**config.mk**
```make
export PLATFORM = sky130hd
export DESIGN_NAME = pipe_stage_reg
export DESIGN_NICKNAME = d
export VERILOG_FILES = /design/src/rtl/pipe_stage_reg_pkg.sv /design/src/rtl/pipe_stage_reg_slot.sv /design/src/rtl/pipe_stage_reg.sv
export SDC_FILE = /design/constraint.sdc
export NUM_CORES = 1
export LEC_CHECK = 0
export ABC_AREA = 0
export ABC_CLOCK_PERIOD_IN_PS = 2300
export CAP_MARGIN = 20
export CELL_PAD_IN_SITES_DETAIL_PLACEMENT = 0
export CELL_PAD_IN_SITES_GLOBAL_PLACEMENT = 1
export CORE_MARGIN = 5
export CORE_UTILIZATION = 25
export CTS_CLUSTER_DIAMETER = 80
export DETAILED_ROUTE_END_ITERATION = 16
export GPL_TIMING_DRIVEN = 0
export PLACE_DENSITY = 0.61
export SETUP_SLACK_MARGIN = 0.5
export SLEW_MARGIN = 0
export SYNTH_ARGS = -nofsm -noshare
export SYNTH_HDL_FRONTEND = slang
export SYNTH_SLANG_ARGS = --single-unit
```
**constraint.sdc**
```tcl
create_clock -name clk -period 2.3 [get_ports clk]
set_input_delay 0.345 -clock clk [delete_from_list [all_inputs] [get_ports clk]]
set_output_delay 0.345 -clock clk [all_outputs]
set_load 0.01 [all_outputs]
```
**src/rtl/pipe_stage_reg_pkg.sv**
```systemverilog
// pipe_stage_reg_pkg: shared stage-state encoding and saturating-counter helper
// Contents: ps_state_t (PS_EMPTY/PS_ONE/PS_FULL), CNT_W, sat_inc()
package pipe_stage_reg_pkg;
    typedef enum logic [1:0] {
        PS_EMPTY = 2'd0,
        PS_ONE   = 2'd1,
        PS_FULL  = 2'd2
    } ps_state_t;
    localparam int CNT_W = 32;
    function automatic logic [CNT_W-1:0] sat_inc(input logic [CNT_W-1:0] c, input logic en);
        return (en && c != '1) ? c + 1'b1 : c;
    endfunction
endpackage

```
**src/rtl/pipe_stage_reg_slot.sv**
```systemverilog
// pipe_slot: one {valid, ctrl, data} register with load and clear
// Ports: clk, rst (sync, active-high, zeroes everything), ld, clr (drops valid/ctrl, keeps data),
//        d_ctrl/d_data (load value), valid/ctrl/data (held entry)
module pipe_slot #(
    parameter int DATA_W = 64,
    parameter int CTRL_W = 4
) (
    input  logic              clk,
    input  logic              rst,
    input  logic              ld,
    input  logic              clr,
    input  logic [CTRL_W-1:0] d_ctrl,
    input  logic [DATA_W-1:0] d_data,
    output logic              valid,
    output logic [CTRL_W-1:0] ctrl,
    output logic [DATA_W-1:0] data
);
    always_ff @(posedge clk) begin
        if (rst) begin
            valid <= 1'b0;
            ctrl  <= '0;
            data  <= '0;
        end else if (clr) begin
            valid <= 1'b0;
            ctrl  <= '0;
        end else if (ld) begin
            valid <= 1'b1;
            ctrl  <= d_ctrl;
            data  <= d_data;
        end
    end
endmodule

```
**src/rtl/pipe_stage_reg.sv**
```systemverilog
// pipe_stage_reg: elastic valid/ready pipeline-stage register with flush, bubble and optional skid slot
// Ports: clk, rst (sync, active-high), flush, bubble, in_valid/in_ready/in_ctrl/in_data (upstream),
//        out_valid/out_ready/out_ctrl/out_data (downstream)
// `PIPE_PERF_EN adds stall_cnt, bubble_cnt, flush_cnt (32-bit saturating counters)
module pipe_stage_reg
    import pipe_stage_reg_pkg::*;
#(
    parameter int DATA_W = 64,
    parameter int CTRL_W = 4,
    parameter int SKID   = 1
) (
    input  logic              clk,
    input  logic              rst,
    input  logic              flush,
    input  logic              bubble,
    input  logic              in_valid,
    output logic              in_ready,
    input  logic [CTRL_W-1:0] in_ctrl,
    input  logic [DATA_W-1:0] in_data,
    output logic              out_valid,
    input  logic              out_ready,
    output logic [CTRL_W-1:0] out_ctrl,
    output logic [DATA_W-1:0] out_data
`ifdef PIPE_PERF_EN
    ,
    output logic [CNT_W-1:0]  stall_cnt,
    output logic [CNT_W-1:0]  bubble_cnt,
    output logic [CNT_W-1:0]  flush_cnt
`endif
);
    ps_state_t         state, state_n;
    logic              in_fire, out_fire, main_ld, main_clr, skid_v;
    logic [CTRL_W-1:0] main_ctrl, skid_ctrl;
    logic [DATA_W-1:0] skid_data;
    // with a skid slot, in_ready depends only on registered state, never on out_ready
    assign in_ready = ~rst & ~bubble & ((SKID != 0) ? (state != PS_FULL) : (~out_valid | out_ready));
    assign in_fire  = in_valid & in_ready;
    assign out_fire = out_valid & out_ready;
    assign out_ctrl = out_valid ? main_ctrl : '0;
    always_ff @(posedge clk) begin
        if (rst || flush) state <= PS_EMPTY;
        else state <= state_n;
    end
    always_comb begin
        state_n = (state == PS_EMPTY) ? (in_fire ? PS_ONE : PS_EMPTY)
                : (state == PS_ONE)   ? ((in_fire & ~out_fire) ? PS_FULL : (out_fire & ~in_fire) ? PS_EMPTY : PS_ONE)
                :                       (out_fire ? PS_ONE : PS_FULL);
    end
    // a held skid entry is older than anything new, so it refills main first
    assign main_ld  = skid_v ? out_fire : in_fire & ((state == PS_EMPTY) | out_fire);
    assign main_clr = flush | (out_fire & ~main_ld);
    pipe_slot #(.DATA_W(DATA_W), .CTRL_W(CTRL_W)) u_main (
        .clk    (clk),
        .rst    (rst),
        .ld     (main_ld),
        .clr    (main_clr),
        .d_ctrl (skid_v ? skid_ctrl : in_ctrl),
        .d_data (skid_v ? skid_data : in_data),
        .valid  (out_valid),
        .ctrl   (main_ctrl),
        .data   (out_data)
    );
    if (SKID != 0) begin : g_skid
        logic skid_ld;
        assign skid_ld = in_fire & (state == PS_ONE) & ~out_fire;
        pipe_slot #(.DATA_W(DATA_W), .CTRL_W(CTRL_W)) u_skid (
            .clk    (clk),
            .rst    (rst),
            .ld     (skid_ld),
            .clr    (flush | out_fire),
            .d_ctrl (in_ctrl),
            .d_data (in_data),
            .valid  (skid_v),
            .ctrl   (skid_ctrl),
            .data   (skid_data)
        );
    end else begin : g_noskid
        assign skid_v    = 1'b0;
        assign skid_ctrl = '0;
        assign skid_data = '0;
    end
`ifdef PIPE_PERF_EN
    always_ff @(posedge clk) begin
        if (rst) begin
            stall_cnt  <= '0;
            bubble_cnt <= '0;
            flush_cnt  <= '0;
        end else begin
            stall_cnt  <= sat_inc(stall_cnt, in_valid & ~in_ready);
            bubble_cnt <= sat_inc(bubble_cnt, ~out_valid);
            flush_cnt  <= sat_inc(flush_cnt, flush & (out_valid | in_fire));
        end
    end
`endif
endmodule

```
## Yosys cells after proc, flatten, opt, wreduce, memory -nomap -nowiden

Cells that the tools add are included.

| operators by class | value |
|---|---|
| eq/ne operators | 2 |
| muxes and demuxes | 10 |
| bitwise logic cells | 20 |
| reduce and logical (&&, ||, !) cells | 6 |

Operators by type and width:

| kind | number |
|---|---|
| $mux W64 | 1 |
| $and A1 B1 Y1 | 10 |
| $mux W2 | 4 |
| $mux W4 | 2 |
| $not A1 Y1 | 7 |
| $reduce_and A2 Y1 | 2 |
| $reduce_or A2 Y1 | 2 |
| $mux W1 | 3 |
| $or A1 B1 Y1 | 3 |
| $eq A2 B1 Y1 const B | 1 |
| $logic_not A2 Y1 | 1 |
| $ne A2 B2 Y1 const B | 1 |
| $logic_or A1 B1 Y1 | 1 |

| storage, ports and cells | value |
|---|---|
| register bits after elaboration | 140 |
| input port bits | 74 |
| output and inout bits | 70 |
| word-level logic and storage cells | 45 |

## Depth between registers and ports, before layout

| logic depth | value |
|---|---|
| word-level depth | 11 |
| gate-level depth with buffers | 10 |

## Cells and area by module

A second synthesis with hierarchy kept.

| second synthesis, totals | value |
|---|---|
| cell total of the unflattened synthesis | 715 |
| area total of the unflattened synthesis | 7906.3 um^2 |

By module, submodules not included:

| module | times used | cells an instance | area an instance (um^2) |
|---|---|---|---|
| pipe_slot | 2 | 307 | 3444.6 |
| pipe_stage_reg | 1 | 101 | 1017.2 |

## Least setup slack after synthesis

Ideal clock, no wire load.

| timing | value |
|---|---|
| kind | input to register |
| start | input rst |
| end | register state[0] |
| library setup time | 0.116 ns |
| arrival time | 2.003 ns |
| data required time | 2.184 ns |
| path slack | 0.181 ns |
| stages | 10 |
| cell sequence | clkbuf_2 -> or4_1 -> buf_2 -> buf_6 -> inv_6 -> buf_4 -> ha_1 -> nand2_1 -> o21ai_0 -> o211a_1 |

| on the way | value |
|---|---|
| longest elaborated chain between the ends | 10 |
| elaborated cells on any way between the ends | 13 |

RTL lines:

| element | RTL line | source |
|---|---|---|
| start, declared | pipe_stage_reg.sv:13 | `input logic rst,` |
| $not A1 Y1 | pipe_stage_reg.sv:36 | `assign in_ready = ~rst & ~bubble & ((SKID != 0) ? (state != PS_FULL) : (~out_valid \| out_ready));` |
| $and A1 B1 Y1 (2 in a row) | pipe_stage_reg.sv:36 |  |
| $and A1 B1 Y1 | pipe_stage_reg.sv:37 | `assign in_fire = in_valid & in_ready;` |
| $not A1 Y1 | pipe_stage_reg.sv:46 | `: (state == PS_ONE) ? ((in_fire & ~out_fire) ? PS_FULL : (out_fire & ~in_fire) ? PS_EMPTY : PS_ONE)` |
| $and A1 B1 Y1 | pipe_stage_reg.sv:46 |  |
| $mux W1 | pipe_stage_reg.sv:46 |  |
| $mux W2 (2 in a row) | pipe_stage_reg.sv:46 |  |
| $mux W2 | pipe_stage_reg.sv:45 | `state_n = (state == PS_EMPTY) ? (in_fire ? PS_ONE : PS_EMPTY)` |
| end signal, assigned | pipe_stage_reg.sv:42 | `else state <= state_n;` |
| end, declared | pipe_stage_reg.sv:31 | `ps_state_t state, state_n;` |

Several ways; a longest one is shown, not always the timed one.
A chain may end at the register's enable or synchronous reset.

## Worst setup path in the final report

| timing | value |
|---|---|
| start | register state[1] |
| end | register g_skid.u_skid.data[43] |

| on the way | value |
|---|---|
| longest elaborated chain between the ends | 6 |
| elaborated cells on any way between the ends | 7 |

RTL lines:

| element | RTL line | source |
|---|---|---|
| $ne A2 B2 Y1 | pipe_stage_reg.sv:36 |  |
| $and A1 B1 Y1 | pipe_stage_reg.sv:36 |  |
| $and A1 B1 Y1 | pipe_stage_reg.sv:37 |  |
| $and A1 B1 Y1 (*) (2 in a row) | pipe_stage_reg.sv:65 | `assign skid_ld = in_fire & (state == PS_ONE) & ~out_fire;` |
| $reduce_and A2 Y1 (no source line) (*) | n/a |  |
| end signal, assigned | pipe_stage_reg_slot.sv:29 | `data <= d_data;` |
| end, declared | pipe_stage_reg_slot.sv:16 | `output logic [DATA_W-1:0] data` |

Mark *: on every way between the ends. The rest lies on a longest branch, timed or not.

==> flow_summary_export.csv <==
group,metric,value,unit
routing,drc,0,
worst_setup_path,critPathMaxFanout,5,
floorplan,die-area,26800,um2
finish,seqCellArea,2810,um2
synthesis,ys_seq_area_share,47.4,%
pwr,finalPower,0.00612,W
clocking,numCtsBuffers,17,
global_routing,gr-total-overflow,0,
clocking,root_buffer,"clkbuf_16",
global_routing,grt_use_total,15.7,%
global_routing,grt_max_degree,17,
placement,dp.cells,1116,
synthesis,netlist_instances,655,
worst_setup_path,setup.worst_path.start,"state[1]",
worst_setup_path,r2r_slack,0.37,ns
sta,drv_slew,0,
clocking,cts_tree,"done",
placement,place_hpwl,14100,um
worst_setup_path,endpoint_kind,"flop",
worst_setup_path,start_kind,"flop",
finish,nNetsFinal,929,
routing,routedWlPerCell,18.2,um
floorplan,fp-row-count,56,
synthesis,yosys.area_share.adder,0.212,%
status,status,"finished, final reports clean",
sta,clock_skew,0.00532,ns
sta,timing.final.hold_violations,0,
finish,fin_area,9690,um2
pwr,p_per_area,631,nW/um2
flow_run,maxCapViolations,0,
synthesis,async_flop_share,0,%
routing,dr.first_iter.drc_count,255,
finish,fillers,2384,
clocking,cts_sinks,140,
worst_setup_path,ff2ff_path_depth,11,
finish,area_growth,64.1,%
synthesis,synth_xor_xnor_area_share,0,%
routing,drtAntennaViolNets,0,
clocking,h-tree-depth,4,
synthesis,synth_cell_types,30,
routing,via_per_inst,4.85,
worst_setup_path,cp_top_family,"buffers and inverters",
global_routing,grt_pass1_vias,5621,
clocking,clockBufferDepth,2,
synthesis,netlist_top_cells_area,"dfxtp_1 (47%), mux2i_1 (12%), a21oi_1 (11%), a211oi_1 (8.1%), nand3_1 (5.8%)",
sta,rsz0062_at_grt,"yes",
placement,placed_cell_area,7760,um2
floorplan,core-area,23400,um2
worst_setup_path,cp_slowest_stage_delay,0.42,ns
global_routing,grt_first_pass_wirelength,32500,um
worst_setup_path,crit_chain,"nor2b_4 > or4_4 > buf_8 > buf_12 > inv_12 > buf_12 > buf_12 > buf_6 > buf_8 > nand3_1 > a21oi_2",
synthesis,synthMuxAreaShare,11.5,%
synthesis,synth-compound-area-share,27.0,%
worst_setup_path,crit-reg2reg-capture,"g_skid.u_skid.data[43]",
synthesis,synth_area_per_cell,9.02,um2
synthesis,synth_top_family_by_area,"compound AO/OA/AOI/OAI gates",
global_routing,antenna_found_initial,0,
floorplan,die_y,164,um
worst_hold_path,hp-start,"rst",
finish,fin_cells,1186,
sta,finalWorstSetupSlack,0.373,ns
routing,dr.pass1.iters,4,
worst_setup_path,worstPathRequired,2.65,ns
clocking,clock_latency,0.42,ns
sta,finalCriticalPeriod,1.93,ns
finish,diodes,0,
sta,tightest_slew,0.692,ns
placement,gp_congestion,0.762,
routing,vias,5757,
floorplan,start_util,25.2,%
sta,max_freq,519,MHz
worst_setup_path,cpMaxStageDelayCell,"or4_4",
synthesis,yosys.area_share.simple,7.84,%
synthesis,synth_ff_type,"dfxtp_1",
placement,post-place-ws,-0.424,ns
sta,relSlewSlack,53.9,%
sta,setup-violations-final,0,
worst_setup_path,crit_buf_inv,7,
pwr,ir_drop,0.329,mV
synthesis,yosysWarningCount,0,
routing,totalWireLength,21500,um
finish,multiInputGateArea,3320,um2
finish,drive_gt1_share,26.5,%
floorplan,die_w,164,um
worst_setup_path,worstSetupEndpoint,"g_skid.u_skid.data[43]",
synthesis,synth_edf_count,0,
synthesis,synth_fp_nets,730,
pwr,leakagePower,3.06,nW
clocking,clk_pin_slew,0.06,ns
sta,setup_tns,0,ns
synthesis,synth_top_cell_area_share,47.4,%
placement,place.port_buffers,142,
worst_setup_path,cp_data_arrival_time,2.28,ns
clocking,hold_buffers,0,
synthesis,netlist_area,5910,um2
sta,fin_crit_sh,83.8,%
synthesis,ys_seq_elements,140,
synthesis,synth_area_leader_cell,"dfxtp_1",
worst_setup_path,critical_path.reg2reg.startpoint,"state[1]",
worst_hold_path,hold_class,"input pin to flop",
worst_setup_path,cp.depth,11,
worst_setup_path,crit_top_cell,"buf_12",
worst_setup_path,critPathKind,"flop to flop",
floorplan,design.portCount,144,
cell usage after synthesis, types with 2 or more instances:
| cell type | number |
|---|---|
| dfxtp_1 | 140 |
| a21oi_1 | 135 |
| nand3_1 | 69 |
| o21ai_0 | 69 |
| mux2i_1 | 68 |
| a211oi_1 | 64 |
| clkbuf_1 | 40 |
| buf_2 | 22 |
| buf_4 | 7 |
| and2_1 | 6 |
| nand2_1 | 5 |
| inv_1 | 4 |
| nor2_1 | 4 |
| o2bb2ai_1 | 4 |
| nor2b_1 | 2 |
| nor3_1 | 2 |
worst min path at each step:
stage                          end  slack, ns  depth (start not counted)
finish                    state[0]       0.31                          3
global route              state[0]       0.31                          3
CTS                       state[0]       0.28                          3
detailed placement  u_main.ctrl[0]       0.44                          1
global placement    u_main.ctrl[3]       0.44                          1
floorplan             u_main.valid       0.42                          1
timing repair:
item / CTS / global route
buffers inserted: 24 / 7
endpoints found under the setup margin: 146 / 135
gates cloned: 6 / 1
pin swaps: 17 / 43
gates resized for setup: 106 / 175
cell families (layout without fill, tap and decap cells):
kind of cell,after synthesis,count (layout)
buf+inv,77,289
compound gates,278,278
mux,68,68
fa+ha+maj,1,1
flops,140,140
simple gates,91,91
routing by layer:
layer  track usage, %  up-vias  wire length [um]
li1                 -     2848                 -
met1             21.3     2760              9900
met2             24.9      128             10300
met3             3.16       21              1010
met4             5.11        0               365
met5                0        -                 0
tightest hold or removal path, stage by stage:
cell and delay (ns):
clkbuf_8 0.14, nor2_1 0.09, o211a_1 0.12
power breakdown:
group          switching (W)  total, W  internal (W)
combinational       0.000352  0.000713      0.000361
sequential         0.0000270   0.00249       0.00247
clock                0.00110   0.00291       0.00182
total                0.00147   0.00612       0.00465
final cells by class:
type | count | area share, %
Multi-Input combinational cell | 438 | 34.3
Tap cell | 319 | 4.12
Clock buffer | 22 | 4.99
Clock inverter | 10 | 1.42
Inverter | 5 | 0.323
Buffer | 72 | 6.05
Timing Repair Buffer | 180 | 19.8
Sequential cell | 140 | 29.0
cells in the final DEF, fill, tap and decap left out, types with 4 or more instances in the layout:
cell             netlist  final
buf_4                  7     22
o21ai_1                0     15
and2_1                 6      6
nand3_2                0     24
buf_12                 0      7
mux2i_1               68     68
a211oi_2               0      8
clkdlybuf4s50_1        0    135
nand2_1                5      4
a211oi_1              64     56
buf_16                 0      5
dlygate4sd2_1          0      6
clkbuf_4               0      6
a21oi_1              135     98
nand3_4                0     13
clkbuf_1              40     14
clkbuf_2               1     19
buf_8                  0     12
buf_6                  1     20
clkbuf_8               0      5
nand3_1               69     32
clkbuf_16              0     18
buf_2                 22      5
a21oi_2                0     36
o21ai_0               69     53
dfxtp_1              140    137
sequential cells by signal, indices dropped and copies added, names as in the netlist:
name                 cells
g_skid.u_skid.ctrl       4
g_skid.u_skid.data      64
g_skid.u_skid.valid      1
state                    2
u_main.ctrl              4
u_main.data             64
u_main.valid             1
through the flow:
| step | util (%) | hold slack, ns |
|---|---|---|
| after floorplan | - | 0.421 |
| final | 41.4 | 0.309 |
| after CTS | 38.6 | 0.279 |
| after global routing | 41.4 | 0.306 |
| after detailed placement | 33.2 | 0.444 |
| after global placement | 33.2 | 0.442 |
Note: power is estimated with default switching activity, not from simulation.
